$ cat src/rtl/chess_timer_bank.sv
`default_nettype none
// +----------------------------------------------------------------------------+
// | chess_timer_bank                                                           |
// | Multi-player countdown bank: one timer per player, turn rotation,         |
// | Fischer increment and sticky flag fall without wrap-around.               |
// | Rev 1.0                                                                    |
// +----------------------------------------------------------------------------+
module chess_timer_bank #(
    parameter  int NUM_PLAYERS = 2,
    parameter  int TIME_W      = 8,
    parameter  int INIT_TIME   = 60,
    parameter  int INCREMENT   = 0,
    parameter  int TICK_DIV    = 1,
    localparam int ACT_W       = (NUM_PLAYERS > 1) ? $clog2(NUM_PLAYERS) : 1
) (
    input  logic                          clk_four,
    input  logic                          reset,
    input  logic                          start,
    input  logic                          turn_end,
    output logic [ACT_W-1:0]              active,
    output logic [NUM_PLAYERS*TIME_W-1:0] times,
    output logic [NUM_PLAYERS-1:0]        zero,
    output logic                          running,
    output logic                          game_over
);

    localparam int PRE_W = (TICK_DIV > 1) ? $clog2(TICK_DIV) : 1;

    localparam logic [1:0] S_IDLE    = 2'd0;
    localparam logic [1:0] S_RUN     = 2'd1;
    localparam logic [1:0] S_PAUSED  = 2'd2;
    localparam logic [1:0] S_FLAGGED = 2'd3;

    localparam logic [PRE_W-1:0]  PRE_LAST = PRE_W'(TICK_DIV - 1);
    localparam logic [PRE_W-1:0]  PRE_ONE  = PRE_W'(1);
    localparam logic [ACT_W-1:0]  ACT_LAST = ACT_W'(NUM_PLAYERS - 1);
    localparam logic [ACT_W-1:0]  ACT_ONE  = ACT_W'(1);
    localparam logic [TIME_W-1:0] INIT_VAL = TIME_W'(INIT_TIME);
    localparam logic [TIME_W-1:0] TIME_ONE = TIME_W'(1);
    localparam logic [TIME_W:0]   INC_EXT  = (TIME_W + 1)'(INCREMENT);

    logic [1:0]        state_q, state_d;
    logic [PRE_W-1:0]  pre_q, pre_d;
    logic [ACT_W-1:0]  active_q, active_d;
    logic [NUM_PLAYERS-1:0] zero_q, zero_d;
    logic [TIME_W-1:0] times_q [NUM_PLAYERS];
    logic [TIME_W-1:0] times_d [NUM_PLAYERS];

    logic              tick;
    logic              flag;
    logic              turn_acc;
    logic [TIME_W-1:0] cur_time;
    logic [TIME_W-1:0] dec_time;
    logic [TIME_W:0]   inc_sum;

    always_comb begin
        tick     = (state_q == S_RUN) && (pre_q == PRE_LAST);
        cur_time = times_q[active_q];
        // A counter already at zero flags on the next tick instead of wrapping.
        flag     = tick && (cur_time == '0);
        turn_acc = (state_q == S_RUN) && turn_end && !flag;
        dec_time = (tick && (cur_time != '0)) ? (cur_time - TIME_ONE) : cur_time;
        inc_sum  = {1'b0, dec_time} + INC_EXT;
    end

    always_comb begin
        state_d  = state_q;
        pre_d    = pre_q;
        active_d = active_q;
        zero_d   = zero_q;
        times_d  = times_q;
        case (state_q)
            S_IDLE, S_PAUSED: begin
                if (start) state_d = S_RUN;
            end
            S_RUN: begin
                pre_d = tick ? '0 : (pre_q + PRE_ONE);
                if (flag) begin
                    zero_d[active_q] = 1'b1;
                    state_d          = S_FLAGGED;
                end else begin
                    times_d[active_q] = dec_time;
                    if (turn_acc) begin
                        // The new mover starts a fresh time unit.
                        times_d[active_q] = inc_sum[TIME_W] ? '1 : inc_sum[TIME_W-1:0];
                        active_d          = (active_q == ACT_LAST) ? '0 : (active_q + ACT_ONE);
                        pre_d             = '0;
                    end
                    if (!start) state_d = S_PAUSED;
                end
            end
            S_FLAGGED: begin
                state_d = S_FLAGGED;
            end
            default: begin
                state_d = S_IDLE;
            end
        endcase
    end

    always_ff @(posedge clk_four) begin
        if (reset) begin
            state_q  <= S_IDLE;
            pre_q    <= '0;
            active_q <= '0;
            zero_q   <= '0;
            for (int i = 0; i < NUM_PLAYERS; i++) times_q[i] <= INIT_VAL;
        end else begin
            state_q  <= state_d;
            pre_q    <= pre_d;
            active_q <= active_d;
            zero_q   <= zero_d;
            for (int i = 0; i < NUM_PLAYERS; i++) times_q[i] <= times_d[i];
        end
    end

    generate
        for (genvar g = 0; g < NUM_PLAYERS; g++) begin : g_pack
            assign times[g*TIME_W +: TIME_W] = times_q[g];
        end
    endgenerate

    assign active    = active_q;
    assign zero      = zero_q;
    assign running   = (state_q == S_RUN);
    assign game_over = (state_q == S_FLAGGED);

endmodule
`default_nettype wire

$ cat config.mk
export PLATFORM = sky130hd
export DESIGN_NAME = chess_timer_bank
export DESIGN_NICKNAME = d
export VERILOG_FILES = /design/src/rtl/chess_timer_bank.sv
export SDC_FILE = /design/constraint.sdc
export NUM_CORES = 1
export LEC_CHECK = 0
export CAP_MARGIN = 10
export CORE_MARGIN = 10
export CORE_UTILIZATION = 53
export CTS_CLUSTER_SIZE = 25
export DETAILED_ROUTE_END_ITERATION = 10
export HOLD_SLACK_MARGIN = 0.03
export PLACE_DENSITY = 0.95
export SLEW_MARGIN = 30
export SYNTH_ARGS = -nofsm -noshare
export SYNTH_HDL_FRONTEND = slang
export SYNTH_SLANG_ARGS = --single-unit
$ cat constraint.sdc
create_clock -name clk_four -period 6.09 [get_ports clk_four]
set_clock_uncertainty 0.05 [all_clocks]
set_input_delay 1.5225 -clock clk_four [delete_from_list [all_inputs] [get_ports clk_four]]
set_output_delay 1.5225 -clock clk_four [all_outputs]
set_load 0.05 [all_outputs]
# ---- Word-level counts from Yosys, hierarchy flattened
# Index checks and enable logic that the tools add are counted.
dict set report totals {
  regBits 22
  inputBits 4
  output_inout_bits 21
  wordCells 57
}
dict set report op_classes {
  add_sub_neg 3
  n_lt_le_gt_ge 4
  n_eq_ne 5
  muxes 19
  n_bitwise 4
  reduce_logical 16
}
# cell count
set op_table {}
lappend op_table {{two-way mux 8 bit} 5}
lappend op_table {{bitwise mux 16 bit} 2}
lappend op_table {{two-way mux 16 bit} 1}
lappend op_table {{demux 8 bit (select 1 bit)} 1}
lappend op_table {{zero test 8 bit} 1}
lappend op_table {{nonzero test 8 bit} 1}
lappend op_table {{subtractor 8 x 1 -> 8 bit (second input constant)} 1}
lappend op_table {{logical AND 1 bit} 7}
lappend op_table {{two-way mux 2 bit} 3}
lappend op_table {{case mux 2 bit (3 select lines)} 1}
lappend op_table {{AND reduction 2 bit} 3}
lappend op_table {{two-way mux 1 bit} 5}
lappend op_table {{== test 2 bit (second input constant)} 2}
lappend op_table {{!= test 3 x 2 -> 1 bit (second input constant)} 1}
lappend op_table {{AND reduction 3 bit} 1}
lappend op_table {{adder 1 bit (second input constant)} 2}
lappend op_table {{== test 2 x 1 -> 1 bit (second input constant)} 1}
lappend op_table {{>= comparator 2 bit (second input constant)} 1}
lappend op_table {{zero test 2 bit} 1}
lappend op_table {{less-than comparator 1 x 2 -> 1 bit (second input constant)} 1}
lappend op_table {{less-than comparator 2 x 1 -> 1 bit (second input constant)} 1}
lappend op_table {{!= test 2 bit (second input constant)} 1}
lappend op_table {{inverter 1 bit} 2}
lappend op_table {{inverter 1 -> 2 bit} 1}
lappend op_table {{5 further kinds} 5}

# ---- Longest topological paths before layout
dict set report depth {
  word_depth 10
  depth_mapped 8
  mapped_depth_nobuf 6
}

# ---- Worst setup path before layout
# OpenSTA, ideal clock, no wires.
dict set report synth_path {
  path_type {reg2reg}
  start {reg active_q (netlist: active)}
  end {reg (tool-made name)}
  setup_time_ps 63
  arrival_time_ps 2501
  required_ps 5977
  setup_slack_ps 3476
  path_stages_with_launch 9
  n_path_buf 2
  period_less_slack_ps 2614
  cell_sequence {dfxtp_1 > buf_6 > buf_2 > mux2i_1 > ha_1 > o221a_1 > or4b_4 > or3_1 > nand3_1}
}
# element line_no
set synth_rtl {}
lappend synth_rtl {{from (decl)} 44} ;# logic [ACT_W-1:0] active_q, active_d;
lappend synth_rtl {{from (signal assigned)} 111} ;# active_q <= active_d;

# ---- Worst setup path in the final report
dict set report layout_path {
  start {reg active_q (netlist: active)}
  end {out active}
}
# element line_no
set layout_rtl {}
lappend layout_rtl {{to (decl)} 20} ;# output logic [ACT_W-1:0] active,
# No word-level cell between the ends.

==> results.py <==
metrics = {
    "status": {
        "outcome": "completed",
    },
    "routing": {
        "final_antenna_net_count": 0,
        "highest_layer": "met4",
        "drt_iter0_drc": 50,
        "dr_wl_met2_um": 1523,
        "vias": 1102,
        "drt-vias-per-instance": 6.261,
        "drt_wl_total_um": 3041,
        "wl_met1_um": 1171,
        "wl_per_cell_um": 17.28,
        "dr_wl_met3_um": 271,
        "dr.pass1.iters": 4,
        "drc": 0,
    },
    "cts": {
        "holdBufCountCts": 0,
        "cts.path.max_buffers": 2,
        "root_buffer": "clkbuf_4",
        "path_clk_slew_ns": 0.11,
        "cts_max_level": 1,
        "cts_sinks": 22,
        "clock_latency_ns": 0.31,
        "cts_resized": 0,
        "numCtsBuffers": 3,
        "post_cts_buffers": 0,
        "cts_tree": "done",
    },
    "timing": {
        "grt_setup_unrepaired": "no",
        "worstMarginPinSlew_ns": 0.7312,
        "final-hold-violation-count": 0,
        "finalMaxSlewViolations": 0,
        "tns_ns": 0,
        "slew_headroom": 0.5119,
        "fmax_ghz": 0.2754,
        "fin_ws_ns": 2.458,
        "setup_violations": 0,
        "fin_crit_sh": 0.5963,
        "period_needed_ns": 3.632,
    },
    "synthesis": {
        "synth_top_flop_cell": "dfxtp_1",
        "syn_area_um2": 1144,
        "synth-edff-count": 0,
        "synth_seq_cells": 22,
        "synth_cell_type_count": 39,
        "synth_cells": 127,
        "postSynth.asyncResetShare": 0,
        "yosys_warnings": 0,
        "syn_nets": 132,
        "yosysSeqAreaShare": 0.3851,
        "avgSynthCellArea_um2": 9.005,
    },
    "min_path": {
        "hp-class": "reg -> reg",
        "hp-start": "zero[1]",
        "min_path_cells": 2,
        "holdPathEnd": "zero[1]",
    },
    "job": {
        "cap_violations": 0,
    },
    "die": {
        "num_rows": 16,
        "start_util": 0.5713,
        "die_area_um2": 4416,
        "core_um2": 2002,
        "die-height_um": 66.45,
        "die_w_um": 66.45,
        "ioPinCount": 25,
    },
    "cells_and_area": {
        "antennaDiodeCount": 0,
        "nets": 156,
        "seq_area_um2": 440.4,
        "multiInputGateArea_um2": 660.6,
        "fillers": 155,
        "syn_to_final_growth_pct": 23.85,
        "drive_above_1_share": 0.08054,
    },
    "critical_path": {
        "path_cells": "clkdlybuf4s50_1",
        "critical_path_class": "reg -> out",
        "cp_data_arrival_time_ns": 2.06,
        "reg2reg_slack_ns": 3.39,
        "crit_family": "buffers and inverters",
        "slowest_stage": "clkdlybuf4s50_1",
        "required_ns": 4.52,
        "ff2ff_path_depth": 6,
        "timing.rr.start": "active",
        "cp-start-kind": "flip-flop",
        "path_buf_inv": 1,
        "max_stage_delay_ns": 0.94,
        "end_kind": "primary output",
        "path_max_fanout": 21,
    },
    "place": {
        "place_ws_ns": 2.804,
        "portBuffers": 24,
        "gp_congestion": 0.9024,
        "place_hpwl_um": 2243,
    },
    "global_routing": {
        "grt_usage": 0.1400,
        "grt_pass1_wl_um": 4933,
        "grt_pass1_vias": 1053,
        "overflow": 0,
        "grt_max_degree": 22,
        "antenna_found_initial": 0,
    },
    "pwr": {
        "ir_worst_vdd_v": 0.0001481,
        "cellLeakagePower_uw": 0.0004327,
        "power.density_nw_per_um2": 198.5,
    },
}
==> worst max-delay path by stage <==
stage                end  slack [ns]    from  depth (start not counted)
2_1_floorplan  flip-flop        3.48  active                          8
3_3_place_gp      active        2.84  active                          1
3_5_place_dp      active        2.80  active                          1
4_1_cts           active        2.46  active                          1
5_1_grt           active        2.38  active                          1
6_report          active        2.46  active                          1
==> through the flow <==
stage	cells	total power (uW)	hold slack [ns]	area [um^2]	utilization
2_1_floorplan	127	201.4	0.4174	1144	-
3_3_place_gp	173	215.8	0.4030	1394	0.6963
3_5_place_dp	173	219.4	0.4308	1394	0.6963
4_1_cts	176	280.5	0.4563	1416	0.7075
5_1_grt	176	292.3	0.4645	1416	0.7075
6_report	176	281.1	0.4534	1416	0.7075
==> cell usage in the layout (no fill, tap or decap), types with 4 or more instances in the layout <==
cell             count
nand3_1             12
nor3b_1              4
mux2i_1              4
dfxtp_1             22
o21ai_0             13
xor2_1               5
clkdlybuf4s50_1     24
nor2_1               8
or3_1                5
==> cell families (layout without fill, tap and decap cells) <==
group | Yosys count | after routing | synth area share
DFF | 22 | 22 | 0.3851
adders and majority gates | 1 | 1 | 0.01094
xor gates and xnor gates | 7 | 7 | 0.05361
and+or+nand+nor | 49 | 49 | 0.2637
buffers and inverters | 9 | 31 | 0.03719
muxes | 5 | 5 | 0.04486
AOI/OAI and AO/OA | 34 | 34 | 0.2046
==> cells in the mapped netlist (2+ instances only) <==
master	instances	share of area
xor2_1	5	0.038
nor2_1	8	0.026
a21oi_1	2	0.0088
o21ai_0	13	0.057
nor4_1	2	0.011
xnor2_1	2	0.015
o211ai_2	2	0.022
a31oi_1	2	0.011
o31ai_1	3	0.020
nand3_1	12	0.053
o2111ai_1	3	0.023
nor3b_1	4	0.026
o21ai_1	2	0.0088
nand2b_1	2	0.011
o211ai_1	3	0.020
clkbuf_1	4	0.013
nor3_1	3	0.013
mux2i_1	4	0.035
or4_1	2	0.013
or3_1	5	0.027
dfxtp_1	22	0.39
inv_1	3	0.0098
nand2_1	3	0.0098
==> where the power goes <==
group	switching, uW	leakage [uW]	internal (uW)
registers	8.27	0.000179	148
clock network	41.4	0.0000138	23.1
logic	39.4	0.000240	20.8
==> routing by layer <==
layer,global-route usage,vias to the layer above
met5,0,-
li1,-,521
met1,0.1557,516
met2,0.2344,56
met4,0.07330,0
met3,0.04181,9
==> cell type report <==
class | count | area share
inverters | 3 | 0.007951
flip-flops and latches | 22 | 0.3110
well taps | 27 | 0.02385
multi-input cells | 96 | 0.4664
clock buffers | 3 | 0.01590
repair buffers | 25 | 0.1749
Note: power is estimated with default switching activity, not from simulation.
